`config.mk`:
```
export PLATFORM = sky130hd
export DESIGN_NAME = clk_edge_detector
export DESIGN_NICKNAME = d
export VERILOG_FILES = /design/src/rtl/clk_edge_detector.sv
export SDC_FILE = /design/constraint.sdc
export NUM_CORES = 1
export LEC_CHECK = 0
export ABC_AREA = 1
export BUFFER_PORTS_ARGS = -buffer_cell sky130_fd_sc_hd__buf_2
export CAP_MARGIN = 40
export CORE_AREA = 4 4 41 43
export CTS_BUF_LIST = sky130_fd_sc_hd__clkbuf_16
export DETAILED_ROUTE_END_ITERATION = 8
export DIE_AREA = 0 0 45 47
export GPL_TIMING_DRIVEN = 0
export MAX_ROUTING_LAYER = met4
export SLEW_MARGIN = 10
export SYNTH_ARGS = -nofsm -noshare
export SYNTH_HDL_FRONTEND = slang
export SYNTH_SLANG_ARGS = --single-unit
```
`constraint.sdc`:
```
create_clock -name clk -period 0.86 [get_ports clk]
set_input_delay 0.172 -clock clk [delete_from_list [all_inputs] [get_ports clk]]
set_output_delay 0.172 -clock clk [all_outputs]
set_load 0.01 [all_outputs]
```
`src/rtl/clk_edge_detector.sv`:
```
// rtl/clk_edge_detector.sv - per-bit rise/fall/any-edge pulse generator with optional input synchronizer
module clk_edge_detector #(
  parameter int WIDTH       = 1,
  parameter int SYNC_STAGES = 2,
  parameter int MODE        = 0
) (
  input  logic             clk,
  input  logic             reset,
  input  logic [WIDTH-1:0] sig_in,
  output logic [WIDTH-1:0] rise,
  output logic [WIDTH-1:0] fall,
  output logic [WIDTH-1:0] any_edge,
  output logic [WIDTH-1:0] edge_out,
  output logic             ready
);

  if (WIDTH < 1 || WIDTH > 32) begin : g_bad_width
    $error("clk_edge_detector: WIDTH must be in 1..32");
  end
  if (SYNC_STAGES < 0 || SYNC_STAGES > 4) begin : g_bad_sync
    $error("clk_edge_detector: SYNC_STAGES must be in 0..4");
  end
  if (MODE < 0 || MODE > 2) begin : g_bad_mode
    $error("clk_edge_detector: MODE must be 0, 1 or 2");
  end

  localparam int CNT_W = 3;

  logic [WIDTH-1:0] d;
  logic [WIDTH-1:0] prev;
  logic [CNT_W-1:0] blank_cnt;

  if (SYNC_STAGES == 0) begin : g_nosync
    assign d = sig_in;
  end else begin : g_sync
    logic [WIDTH-1:0] sync_q [SYNC_STAGES];

    always_ff @(posedge clk or posedge reset) begin
      if (reset) begin
        for (int i = 0; i < SYNC_STAGES; i++) sync_q[i] <= '0;
      end else begin
        sync_q[0] <= sig_in;
        for (int i = 1; i < SYNC_STAGES; i++) sync_q[i] <= sync_q[i-1];
      end
    end

    assign d = sync_q[SYNC_STAGES-1];
  end

  // prev keeps tracking d while blanked, so a level already high at release never pulses.
  always_ff @(posedge clk or posedge reset) begin
    if (reset) begin
      prev      <= '0;
      rise      <= '0;
      fall      <= '0;
      any_edge  <= '0;
      blank_cnt <= '0;
      ready     <= 1'b0;
    end else begin
      prev <= d;
      if (ready) begin
        rise     <= d & ~prev;
        fall     <= ~d & prev;
        any_edge <= d ^ prev;
      end else begin
        rise      <= '0;
        fall      <= '0;
        any_edge  <= '0;
        blank_cnt <= blank_cnt + 1'b1;
        if (blank_cnt == CNT_W'(SYNC_STAGES)) ready <= 1'b1;
      end
    end
  end

  if (MODE == 0) begin : g_mode_rise
    assign edge_out = rise;
  end else if (MODE == 1) begin : g_mode_fall
    assign edge_out = fall;
  end else begin : g_mode_any
    assign edge_out = any_edge;
  end

endmodule

```
-- Yosys cells after proc, flatten, opt, wreduce, memory -nomap -nowiden
Cells that the tools add are included.
- register bits: 10
- output and inout port bits: 5
- word-level logic and storage cells: 20
- bitwise operators: 5
- add/subtract/negate cells: 1
- multiplexer cells: 5
- equality and inequality tests: 1
- operator list (operator ; number):
    2-to-1 mux 1 bit ; 5
    adder 3 x 1 -> 3 bit (second input constant) ; 1
    equality test 3 x 2 -> 1 bit (second input constant) ; 1
    AND 1 bit ; 2
    NOT 1 bit ; 2
    bitwise XOR 1 bit ; 1

-- Logic depth before layout (Yosys ltp)
- depth after elaboration: 3
- mapped depth: 5
- depth with buffers taken out: 5

-- Worst setup path before layout
Ideal clock, no wire load.
- path type: register -> register
- start: register blank_cnt[0]
- end: register blank_cnt[2]
- slack: -0.012 ns
- required time: 0.747 ns
- period minus slack after synthesis: 0.872 ns
- data arrival time: 0.759 ns
- cell stages (with the launch flop): 6
- path through: dfrtp_1 > ha_1 > nand2_1 > nand2_1 > nand2_1 > inv_1
- longest elaborated chain between the ends: 1
- ends and longest elaborated chain (element ; RTL line ; RTL):
    start, declared ; 31 ; logic [CNT_W-1:0] blank_cnt;
    start signal, assigned ; 69 ; blank_cnt <= blank_cnt + 1'b1;
    adder 3 x 1 -> 3 bit ; 69 ;
Every way passes these cells.
A chain may end at the register's enable or synchronous reset.

-- Final worst setup path
- start: register rise (netlist: edge_out)
- end: output port rise
- RTL lines (element ; RTL line ; RTL):
    start, declared ; 10 ; output logic [WIDTH-1:0] rise,
    start signal, assigned ; 62 ; rise <= d & ~prev;
No word-level cell between the ends.

==> impl_metrics.tcl <==
set metrics [dict create \
    crit_path_max_fanout 2 \
    cp.depth 2 \
    fmax_ghz 1.01 \
    fin_ws_ns -0.135 \
    remaining_drc_errors 0 \
    maxCapViolCount 0 \
    fp-row-count 13 \
    worstSetupEndpointType "output pin" \
    drt_iter0_drc 2 \
    synth_fp_nets 43 \
    drive_above_1_share_pct 43.1 \
    insertion_delay_ns 0.23 \
    synth.avg_cell_area_um2 10.9 \
    cts_sinks 10 \
    crit_slowest_cell "dfrtp_1" \
    fillers 130 \
    critPathRequiredTime_ns 0.69 \
    final.setup.tns_ns -0.387 \
    ios 8 \
    initial_utilization_pct 30.3 \
    syn_inst 36 \
    cts_tree "done" \
    finalHoldViolCount 0 \
    whs_path_depth 1 \
    rsz0062_at_grt "yes" \
    grt_pass1_wl_um 1110 \
    globalRouteOverflowTotal 0 \
    cp.arrival_ns 0.82 \
    fin_nets 60 \
    crit_family "flip-flops" \
    critPathBufInv 2 \
    slew_headroom_pct 74.6 \
    period_minus_slack_ns 0.995 \
    dieWidth_um 45 \
    area_growth_syn_to_layout_pct 53.0 \
    final-max-slew-violation-count 0 \
    setup_violations 7 \
    synth-seq-area-share_pct 63.5 \
    worstHoldPathType "input pin to flip-flop" \
    synth-seq-cells 10 \
    clk_path_buf_depth 2 \
    yosysUniqueCellTypes 10 \
    r2r_cells 3 \
    netlist_area_um2 394 \
    coreArea_um2 1300 \
    wl_per_cell_um 9.83 \
    viasPerCell 4.12 \
    status "complete, but fails checks" \
    worstMarginPinSlew_ns 0.380 \
    cp-start-kind "flip-flop" \
    drt_wl_total_um 649 \
    r2r_slack_ns -0.05 \
    grt_pass1_vias 262 \
    leakagePower_uw 0.000327 \
    postRouteAntennaNets 0 \
    htreeDepth 1 \
    grt_max_degree 11 \
    layout_commonest_cell "dfrtp_1" \
    crit_chain "buf_6 > buf_6" \
    placed_area_um2 448 \
    hpwlAfterDp_um 378 \
    antenna_found_initial 0 \
    gp_congestion 0.653 \
    finClkSkew_ns 0.00212 \
    die_y_um 47 \
    criticalPathCategory "flip-flop to output pin" \
    die_area_um2 2120 \
    diodes 0 \
    fin_cells 66 \
    vias 272 \
    clock-root-buffer "clkbuf_16" \
    vdd_ir_drop_max_v 0.00198 \
    clkSlewWorstSetupHoldPaths_ns 0.04 \
    fin_crit_sh_pct 116 \
    fin_area_um2 603 \
    crit_top_cell "buf_6" \
    firstDrtPassIters 2 \
    hold_ws_ns 0.0477 \
    cellPowerDensity_nw_per_um2 2240 \
    cts_buffers 3 \
    ys_warn_count 0 \
    grt_usage_pct 8.51 \
    portBuffers 7 \
    dpl.cell_count 58 \
    violations "negative setup slack" \
    final_cell_mix "dfrtp_1 (9), inv_1 (8), nand2_1 (7)" \
    slowest_delay_ns 0.37 \
]
power breakdown:
group	total [uW]	internal (uW)	switching [uW]
Combinational	62.0	32.5	29.5
Sequential	496	489	6.15
Clock	793	601	192
Total	1350	1120	228
final timing paths:
kind                                   from          endpoint
min                                  sig_in  g_sync.sync_q[1]
max reg2reg                    blank_cnt[0]      blank_cnt[1]
max                                edge_out              rise
min reg2reg                g_sync.sync_q[1]                 d
max in group asynchronous             reset             ready
min in group asynchronous             reset          any_edge
sequential cells by signal (all words and copies together) (netlist names):
signal	flops
fall	1
prev	1
g_sync.sync_q	1
ready	1
d	1
edge_out	1
blank_cnt	3
any_edge	1
cells in the mapped netlist:
cell type	instances	area [um^2]
inv_1	8	30.0
nand3_1	1	5.00
ha_1	4	50.1
nand2_1	8	30.0
xnor2_1	1	8.76
buf_4	1	7.51
nor2_1	1	3.75
inv_2	1	3.75
dfrtp_1	10	250
o21ai_0	1	5.00
what timing repair did:
action / CTS / global route
hold endpoints to repair: 10 / 0
pin swaps: 5 / 5
setup buffers: 3 / 1
endpoints found under the setup margin: 9 / 9
resized for setup: 9 / 3
hold buffers: 1 / 0
worst reg2reg max path: cells and delay by family, from the launching register on:
kind | cells | cell delay, ns
flops | 1 | 0.37
fa+ha+maj | 1 | 0.32
compound gates | 1 | 0.04
buf+inv | 1 | 0.06
cell families after synthesis:
kind of cell,count (synthesis),share of synthesized area (%)
AOI/OAI and AO/OA,1,1.27
and+or+nand+nor,10,9.84
buffers and inverters,10,10.5
xor gates and xnor gates,1,2.22
DFF,10,63.5
adders and majority gates,4,12.7
per-layer routing:
layer / track usage (%) / vias up / part of all wire [%]
met3: 6.90 / 0 / 10
met5: - / - / 0
met4: 3.51 / 0 / 0
met1: 9.20 / 128 / 45
li1: - / 134 / -
met2: 11.3 / 10 / 45
final cells by class:
| type | count | area, um^2 | area share (%) |
|---|---|---|---|
| repair buffers | 12 | 91.3 | 15.1 |
| flip-flops and latches | 10 | 251 | 41.7 |
| plain buffers | 1 | 11.3 | 1.87 |
| multi-input cells | 16 | 119 | 19.7 |
| clock buffers | 3 | 75.1 | 12.4 |
| well taps | 15 | 18.8 | 3.11 |
| inverters | 9 | 36.3 | 6.02 |
per-stage QoR:
stage | utilization (%) | setup slack (ns) | total power (uW)
after detailed placement | 34.4 | -0.0626 | 550
after CTS | 45.1 | -0.139 | 1360
after global routing | 46.3 | -0.157 | 1410
after global placement | 34.4 | -0.0540 | 549
final | 46.3 | -0.135 | 1350
after floorplan | - | -0.0118 | 529
Power figures use the tool's default switching activity.
